**src/rtl/seq_pattern_tx_pkg.sv**
```systemverilog
// Shared definitions for the serial pattern transmitter and the detector-side blocks:
// FSM state encoding and default geometry.
package seq_pattern_tx_pkg;

    typedef enum logic [1:0] {
        ST_IDLE  = 2'd0,
        ST_SHIFT = 2'd1,
        ST_GAP   = 2'd2,
        ST_DONE  = 2'd3
    } tx_state_t;

    localparam int DEF_PAT_W   = 4;
    localparam int DEF_CNT_W   = 8;
    localparam int DEF_GAP_CYC = 2;

endpackage

```
**src/rtl/seq_shift_reg.sv**
```systemverilog
// Loadable left shifter feeding the transmitter's serial output from its MSB.
// Priority: load (new pattern) > reload (repeat of held pattern) > shift.
module seq_shift_reg #(
    parameter int W = 4
) (
    input  logic         clk,
    input  logic         rst,
    input  logic         load,
    input  logic [W-1:0] load_val,
    input  logic         reload,
    input  logic [W-1:0] reload_val,
    input  logic         shift,
    output logic         msb
);

    logic [W-1:0] sh_reg;

    always_ff @(posedge clk) begin
        if (rst) begin
            sh_reg <= '0;
        end else if (load) begin
            sh_reg <= load_val;
        end else if (reload) begin
            sh_reg <= reload_val;
        end else if (shift) begin
            sh_reg <= {sh_reg[W-2:0], 1'b0};
        end
    end

    assign msb = sh_reg[W-1];

endmodule

```
**src/rtl/seq_pattern_tx.sv**
```systemverilog
// Serial pattern transmitter: sends a captured pattern MSB-first rep times with idle gaps.
// Optional macro SEQ_PATTERN_TX_PARITY_EN appends an even-parity bit to every frame.
module seq_pattern_tx
    import seq_pattern_tx_pkg::*;
#(
    parameter int PAT_W   = DEF_PAT_W,
    parameter int CNT_W   = DEF_CNT_W,
    parameter int GAP_CYC = DEF_GAP_CYC
) (
    input  logic             clk,
    input  logic             rst,
    input  logic             start,
    input  logic [PAT_W-1:0] pat_in,
    input  logic [CNT_W-1:0] rep,
    output logic             dout,
    output logic             dout_vld,
    output logic             busy,
    output logic             done
);

    localparam int BC_W  = $clog2(PAT_W);
    localparam int GAP_W = (GAP_CYC > 1) ? $clog2(GAP_CYC) : 1;
    localparam logic [BC_W-1:0]  BIT_LAST = BC_W'(PAT_W - 1);
    localparam logic [GAP_W-1:0] GAP_LAST = GAP_W'((GAP_CYC > 0) ? GAP_CYC - 1 : 0);

    tx_state_t        state_reg, state_next;
    logic [PAT_W-1:0] pat_reg, pat_next;
    logic [CNT_W-1:0] rem_reg, rem_next;
    logic [BC_W-1:0]  bit_cnt_reg, bit_cnt_next;
    logic [GAP_W-1:0] gap_cnt_reg, gap_cnt_next;
    logic             par_reg, par_next;
    logic             dout_reg, dout_next;
    logic             dout_vld_reg, dout_vld_next;
    logic             busy_reg, busy_next;
    logic             done_reg, done_next;

    logic sh_load, sh_reload, sh_shift, sh_msb;
    logic frame_end;

    seq_shift_reg #(.W(PAT_W)) u_shift (
        .clk        (clk),
        .rst        (rst),
        .load       (sh_load),
        .load_val   (pat_in),
        .reload     (sh_reload),
        .reload_val (pat_reg),
        .shift      (sh_shift),
        .msb        (sh_msb)
    );

    always_ff @(posedge clk) begin
        if (rst) begin
            state_reg    <= ST_IDLE;
            pat_reg      <= '0;
            rem_reg      <= '0;
            bit_cnt_reg  <= '0;
            gap_cnt_reg  <= '0;
            par_reg      <= 1'b0;
            dout_reg     <= 1'b0;
            dout_vld_reg <= 1'b0;
            busy_reg     <= 1'b0;
            done_reg     <= 1'b0;
        end else begin
            state_reg    <= state_next;
            pat_reg      <= pat_next;
            rem_reg      <= rem_next;
            bit_cnt_reg  <= bit_cnt_next;
            gap_cnt_reg  <= gap_cnt_next;
            par_reg      <= par_next;
            dout_reg     <= dout_next;
            dout_vld_reg <= dout_vld_next;
            busy_reg     <= busy_next;
            done_reg     <= done_next;
        end
    end

    // Outputs are the registered image of the current state's action, so the
    // first bit appears one cycle after the capture edge.
    always_comb begin
        state_next    = state_reg;
        pat_next      = pat_reg;
        rem_next      = rem_reg;
        bit_cnt_next  = bit_cnt_reg;
        gap_cnt_next  = gap_cnt_reg;
        par_next      = par_reg;
        dout_next     = 1'b0;
        dout_vld_next = 1'b0;
        busy_next     = 1'b0;
        done_next     = 1'b0;
        sh_load       = 1'b0;
        sh_reload     = 1'b0;
        sh_shift      = 1'b0;
        frame_end     = 1'b0;

        case (state_reg)
            ST_IDLE: begin
                if (start && (rep != '0)) begin
                    pat_next     = pat_in;
                    rem_next     = rep;
                    bit_cnt_next = BIT_LAST;
                    par_next     = 1'b0;
                    sh_load      = 1'b1;
                    state_next   = ST_SHIFT;
                end
            end
            ST_SHIFT: begin
                busy_next     = 1'b1;
                dout_vld_next = 1'b1;
                if (par_reg) begin
                    dout_next = ^pat_reg;
                    frame_end = 1'b1;
                end else begin
                    dout_next    = sh_msb;
                    sh_shift     = 1'b1;
                    bit_cnt_next = bit_cnt_reg - BC_W'(1);
                    if (bit_cnt_reg == '0) begin
`ifdef SEQ_PATTERN_TX_PARITY_EN
                        par_next = 1'b1;
`else
                        frame_end = 1'b1;
`endif
                    end
                end
                // rem_reg is at least 1 here, so the decrement cannot underflow.
                if (frame_end) begin
                    par_next     = 1'b0;
                    rem_next     = rem_reg - CNT_W'(1);
                    bit_cnt_next = BIT_LAST;
                    sh_reload    = 1'b1;
                    if (rem_reg == CNT_W'(1)) begin
                        state_next = ST_DONE;
                    end else if (GAP_CYC > 0) begin
                        gap_cnt_next = GAP_LAST;
                        state_next   = ST_GAP;
                    end
                end
            end
            ST_GAP: begin
                busy_next = 1'b1;
                if (gap_cnt_reg == '0) begin
                    state_next = ST_SHIFT;
                end else begin
                    gap_cnt_next = gap_cnt_reg - GAP_W'(1);
                end
            end
            ST_DONE: begin
                done_next  = 1'b1;
                state_next = ST_IDLE;
            end
            default: begin
                state_next = ST_IDLE;
                par_next   = 1'b0;
            end
        endcase
    end

    assign dout     = dout_reg;
    assign dout_vld = dout_vld_reg;
    assign busy     = busy_reg;
    assign done     = done_reg;

endmodule

```
**config.mk**
```make
export PLATFORM = sky130hd
export DESIGN_NAME = seq_pattern_tx
export DESIGN_NICKNAME = d
export VERILOG_FILES = /design/src/rtl/seq_pattern_tx_pkg.sv /design/src/rtl/seq_shift_reg.sv /design/src/rtl/seq_pattern_tx.sv
export SDC_FILE = /design/constraint.sdc
export NUM_CORES = 1
export LEC_CHECK = 0
export CORE_MARGIN = 3
export CORE_UTILIZATION = 39
export CTS_CLUSTER_DIAMETER = 30
export DETAILED_ROUTE_END_ITERATION = 10
export SETUP_SLACK_MARGIN = 0.5
export SYNTH_ARGS = -nofsm -noshare
export SYNTH_HDL_FRONTEND = slang
export SYNTH_SLANG_ARGS = --single-unit
```
**constraint.sdc**
```tcl
create_clock -name clk -period 2.5 [get_ports clk]
set_input_delay 0.5 -clock clk [delete_from_list [all_inputs] [get_ports clk]]
set_output_delay 0.5 -clock clk [all_outputs]
set_load 0.02 [all_outputs]
```
# Word-level counts from Yosys, hierarchy flattened
# Cells that the tools add are included.
dict set report classes {
  addsub 3
  n_eq_ne 9
  mux 35
  bitwise_logic 1
  reduce_logical 15
}
# cell count
set ops {}
lappend ops {{1-bit 2-to-1 mux} 19}
lappend ops {{8-bit 2-to-1 mux} 2}
lappend ops {{8-bit one-hot mux with 2 select lines} 1}
lappend ops {{2-bit 2-to-1 mux} 6}
lappend ops {{4-bit 2-to-1 mux} 3}
lappend ops {{3-bit AND reduction} 4}
lappend ops {{8-bit by 1-bit == test with 1-bit output (second input constant)} 1}
lappend ops {{2-bit != test (second input constant)} 4}
lappend ops {{2-bit one-hot mux with 4 select lines} 1}
lappend ops {{8-bit nonzero test} 1}
lappend ops {{8-bit by 1-bit subtractor with 8-bit output (second input constant)} 1}
lappend ops {{2-bit == test (second input constant)} 2}
lappend ops {{2-bit logical NOT} 2}
lappend ops {{1-bit one-hot mux with 2 select lines} 2}
lappend ops {{2-bit one-hot mux with 2 select lines} 1}
lappend ops {{2-bit nonzero test} 2}
lappend ops {{2-bit OR reduction} 2}
lappend ops {{4-bit parity} 1}
lappend ops {{3-bit != test (second input constant)} 1}
lappend ops {{3-bit nonzero test} 1}
lappend ops {{2-bit by 1-bit == test with 1-bit output (second input constant)} 1}
lappend ops {{2-bit AND reduction} 1}
lappend ops {{2-bit by 1-bit subtractor with 2-bit output (second input constant)} 1}
lappend ops {{1-bit logical AND} 1}
lappend ops {{other kinds (2)} 2}
dict set report totals {
  regBits 26
  inputBits 15
  output_inout_bits 4
  word_cells 74
}

# Longest topological paths before layout
dict set report depth {
  ltp_word 8
  mapped_depth 8
  mapped_depth_nobuf 7
}

# Modules after synthesis
# A second synthesis with hierarchy kept.
dict set report unflattened {
  cells_unflattened 167
  hier_area_um2 1485.2
}
# mod instances cells_each area_each_um2 seq_area_each_um2
set modules_own_cells {}
lappend modules_own_cells {seq_pattern_tx 1 142 1249.9 420.4}
lappend modules_own_cells {seq_shift_reg 1 25 235.2 80.1}

# Worst setup path after synthesis
# OpenSTA, ideal clock, no wires.
dict set report synth_path {
  path_type {reg2reg}
  startpoint {register state_reg[0]}
  endpoint {register rem_reg[0]}
  arrival_time_ns 1.501
  t_required_ns 2.414
  path_slack_ns 0.913
  path_stages_with_launch 8
  synth_period_minus_slack_ns 1.587
  cell_sequence {dfxtp_1 > inv_1 > ha_1 > buf_4 > nand2_1 > a21oi_2 > o221ai_1 > a221oi_2}
}
dict set report synth_between {
  elab_chain_len 3
  elab_cells_between_ends 7
  classes_between {eq/ne (3); mux (1); reduce/logical (3)}
}
# item line_no
set synth_rtl {}
lappend synth_rtl {{start, declared} seq_pattern_tx.sv:26} ;# tx_state_t state_reg, state_next;
lappend synth_rtl {{start signal, assigned} seq_pattern_tx.sv:64} ;# state_reg <= state_next;
lappend synth_rtl {{2-bit by 1-bit == test with 1-bit output / 2-bit logical NOT (equally long branches)} seq_pattern_tx.sv:95} ;# case (state_reg)
lappend synth_rtl {{2-bit != test (no source line) / 2-bit nonzero test (equally long branches)} --}
lappend synth_rtl {{3-bit AND reduction (no source line)} --}
lappend synth_rtl {{end signal, assigned} seq_pattern_tx.sv:66} ;# rem_reg <= rem_next;
lappend synth_rtl {{end, declared} seq_pattern_tx.sv:28} ;# logic [CNT_W-1:0] rem_reg, rem_next;
# Parallel ways exist; a longest one is shown, timed or not.
# A chain may end at the register's enable or synchronous reset.

# Final worst setup path
dict set report layout_path {
  startpoint {input rep[0]}
  endpoint {register rem_reg[5]}
}
dict set report layout_between {
  elab_chain_len 4
}
# item line_no
set layout_rtl {}
lappend layout_rtl {{start, declared} seq_pattern_tx.sv:14} ;# input logic [CNT_W-1:0] rep,
lappend layout_rtl {{8-bit nonzero test} seq_pattern_tx.sv:97} ;# if (start && (rep != '0)) begin
lappend layout_rtl {{1-bit logical AND} seq_pattern_tx.sv:97}
lappend layout_rtl {{2-bit != test (no source line)} --}
lappend layout_rtl {{3-bit AND reduction (no source line)} --}
# Every way passes these cells.

==> tab_implementation.tex <==
\begin{tabular}{lr}
\hline
Metric & Value \\
\hline
\multicolumn{2}{l}{\textbf{Critical path}} \\
\quad Required time of the worst setup path & 2.67 ns \\
\quad Data arrival time of the critical path & 2.08 ns \\
\quad Crit Path Class & primary input to flop \\
\quad CP startpoint kind & primary input \\
\quad Worst-path fanout max & 16 \\
\quad Critical Path Sink Type & flop \\
\multicolumn{2}{l}{\textbf{Pwr}} \\
\quad Static Leakage & 0.6380 nW \\
\quad Overall power consumption & 2.038 mW \\
\quad Worst VDD drop & 0.5200 mV \\
\quad Power density of the placed cells & 1186 nW/µm² \\
\multicolumn{2}{l}{\textbf{CTS}} \\
\quad Clock transition at the registers of the reported paths & 0.10 ns \\
\quad Num Clock Sinks & 25 \\
\quad Max Buffers Root-to-Sink & 2 \\
\quad Skew-Pair Late Insertion Delay & 0.27 ns \\
\quad TritonCTS clock tree & built \\
\quad TritonCTS Buffers & 3 \\
\quad Root buffer cell & sky130\_fd\_sc\_hd\_\_clkbuf\_8 \\
\quad H-Tree Level Count & 1 \\
\multicolumn{2}{l}{\textbf{Detailed routing}} \\
\quad Number of optimization iterations in the first detailed-route pass & 4 \\
\quad Remaining antenna violation count & 0 \\
\quad Number of violations reported at the end of detailed-routing iteration 0 & 190 \\
\quad DRC violation count after routing & 0 \\
\quad Total via count after detailed routing & 1,280 \\
\quad Overall routed net length & 3.450 mm \\
\quad Detailed-route wire length per cell & 14.94 µm \\
\quad Routed via count divided by cell count & 5.541 \\
\multicolumn{2}{l}{\textbf{Yosys}} \\
\quad Number of storage elements in the synthesis netlist & 25 \\
\quad Dominant synthesized flop cell & sky130\_fd\_sc\_hd\_\_dfxtp\_1 \\
\quad Area of the mapped netlist & 1435 µm² \\
\quad Gate count of the mapped netlist & 167 \\
\quad Number of synthesis warnings & 0 \\
\quad Post-synthesis cell type count & 47 \\
\quad Number of synthesized flops with an enable pin & 0 \\
\quad Net Count, Synth & 189 \\
\quad Register area share after synthesis & 0.3487 \\
\quad Per-instance average area after synthesis & 8.594 µm² \\
\quad Async set or reset register ratio after synthesis & 0 \\
\multicolumn{2}{l}{\textbf{Global route}} \\
\quad Antenna violations before repair & 0 \\
\quad Vias in the first global route & 1,238 \\
\quad Residual overflow from global routing & 0 \\
\quad Maximum number of pins on one net before global-route repair & 22 \\
\quad Wire length of the first global-routing pass & 5.823 mm \\
\quad Total Routing Usage GR & 0.1704 \\
\multicolumn{2}{l}{\textbf{Placed design}} \\
\quad Detailed-placement wirelength estimate & 2.533 mm \\
\quad IO buf count & 18 \\
\quad Final estimated routing congestion in global placement & 0.8287 \\
\multicolumn{2}{l}{\textbf{Timing}} \\
\quad Setup repair after global routing missed its margin & true \\
\quad Shortest period the worst path allows & 1.914 ns \\
\quad Final period util & 0.7655 \\
\quad Final Hold Slack & 0.4645 ns \\
\quad Max-slew headroom & 0.6696 \\
\quad Slew at the pin closest to its max-slew limit & 0.4956 ns \\
\quad F\_max & 522.6 MHz \\
\quad Count of pins over their slew limit & 0 \\
\quad Number of failing hold endpoints at the final stage & 0 \\
\quad Post-Route Setup TNS & 0 ns \\
\quad Worst clock skew on the final layout & 0.007809 ns \\
\quad Final setup vio count & 0 \\
\multicolumn{2}{l}{\textbf{Layout}} \\
\quad Number of nets in the layout & 208 \\
\quad Number of flip-flops in the largest register & 8 \\
\quad Antenna diode count & 0 \\
\quad Area overhead of the layout relative to synthesis & 19.70\% \\
\quad Ratio of cells with drive above 1 in the final layout & 0.1027 \\
\multicolumn{2}{l}{\textbf{Floorplanning}} \\
\quad CORE AREA & 3442 µm² \\
\quad DIE AREA & 4444 µm² \\
\quad Top Ports & 19 \\
\quad Row count & 21 \\
\quad Initial core utilization & 0.4169 \\
\quad Die extent in x & 66.66 µm \\
\quad Die Ht & 66.66 µm \\
\multicolumn{2}{l}{\textbf{Status}} \\
\quad Result of the run & finished, final reports clean \\
\multicolumn{2}{l}{\textbf{Job}} \\
\quad Max Cap Viol & 0 \\
\multicolumn{2}{l}{\textbf{Min path}} \\
\quad Kind of path behind the tightest hold check & flop to flop \\
\hline
\end{tabular}
Yosys cell counts (2+ instances only):
library cell               instances  area [µm²]
sky130_fd_sc_hd__and3_1            2       12.51
sky130_fd_sc_hd__nand2b_1          2       12.51
sky130_fd_sc_hd__inv_2             2       7.510
sky130_fd_sc_hd__inv_1            10       37.54
sky130_fd_sc_hd__nor4_4            2       42.54
sky130_fd_sc_hd__buf_2             3       15.01
sky130_fd_sc_hd__clkbuf_1          4       15.01
sky130_fd_sc_hd__o32ai_1           4       35.03
sky130_fd_sc_hd__nand2_1          23       86.33
sky130_fd_sc_hd__nor3_1            2       10.01
sky130_fd_sc_hd__nand4_1           5       31.28
sky130_fd_sc_hd__a21oi_1          17       85.08
sky130_fd_sc_hd__nor2b_1           4       25.02
sky130_fd_sc_hd__a311oi_1          3       26.28
sky130_fd_sc_hd__nor3b_1           2       15.01
sky130_fd_sc_hd__a21bo_1           2       20.02
sky130_fd_sc_hd__dfxtp_1          25       500.5
sky130_fd_sc_hd__nor2_1            8       30.03
sky130_fd_sc_hd__o211ai_1          4       30.03
sky130_fd_sc_hd__o21ai_0           2       10.01
sky130_fd_sc_hd__a41oi_1           2       17.52
sky130_fd_sc_hd__ha_1              7       87.58
sky130_fd_sc_hd__a31oi_1           4       25.02
sky130_fd_sc_hd__mux2i_1           4       40.04
sky130_fd_sc_hd__a211oi_1          2       15.01
worst max-delay path, cell delays in order:
cell                              delay [ns]
sky130_fd_sc_hd__clkdlybuf4s50_1        0.49
sky130_fd_sc_hd__nor4_4                 0.47
sky130_fd_sc_hd__a21o_4                 0.29
sky130_fd_sc_hd__a21oi_1                0.08
sky130_fd_sc_hd__o221a_1                0.24
kinds of logic after synthesis:
kind of cell	Yosys count	synth area share
AOI/OAI and AO/OA	54	0.2825
adders and majority gates	7	0.06103
buffers and inverters	21	0.06539
DFF	25	0.3487
muxes	4	0.02790
and+or+nand+nor	56	0.2145
cell usage in the layout (no fill, tap or decap), drive strengths merged, types with 5 or more instances in the layout:
cell type | synthesis | routed
nand2 | 23 | 23
inv | 12 | 12
clkdlybuf4s50 | 0 | 18
dfxtp | 25 | 25
nand4 | 5 | 5
buf | 5 | 5
nor2 | 8 | 8
a21oi | 18 | 18
ha | 7 | 7
repair_timing:
action	4_1_cts	5_1_grt
hold buffers	0	0
setup endpoints to repair	0	3
setup buffers	0	0
gates resized for setup	0	1
final cells by class:
cell class / instances / area (µm²)
Clock inverter: 1 / 7.507
Fill cell: 326 / 1724
Clock buffer: 3 / 41.29
Tap cell: 46 / 57.56
Timing Repair Buffer: 23 / 217.7
Sequential cell: 25 / 500.5
Multi-Input combinational cell: 121 / 848.3
Inverter: 12 / 45.04
through the flow:
stage / util / instance area (µm²) / std cells / worst slack (ns)
floorplan: - / 1435 / 167 / 0.9131
global placement: 0.4827 / 1662 / 227 / 0.3792
detailed placement: 0.4827 / 1662 / 227 / 0.3150
CTS: 0.4969 / 1710 / 231 / 0.5643
global route: 0.4991 / 1718 / 231 / 0.4750
finish: 0.4991 / 1718 / 231 / 0.5863
worst paths after layout:
path / startpoint / to / slack (ns) / depth (start not counted)
setup / recovery: rep[0] / rem_reg[5] / 0.59 / 5
hold / removal: pat_reg[2] / pat_reg[2] / 0.46 / 2
setup reg to reg: state_reg[1] / rem_reg[0] / 0.66 / 6
hold reg to reg: pat_reg[2] / pat_reg[2] / 0.46 / 2
power by group:
| part | total (mW) | leakage, nW | switching, mW | internal, mW |
|---|---|---|---|---|
| combinational | 1.14 | 0.411 | 0.670 | 0.475 |
| sequential | 0.643 | 0.206 | 0.102 | 0.541 |
| clock | 0.251 | 0.0217 | 0.137 | 0.113 |
layer usage:
layer	GRT usage	part of all wire
met5	0	0
met4	0.05330	0.0078
met3	0.02698	0.043
met2	0.2673	0.47
met1	0.2370	0.48
Power figures use the tool's default switching activity.
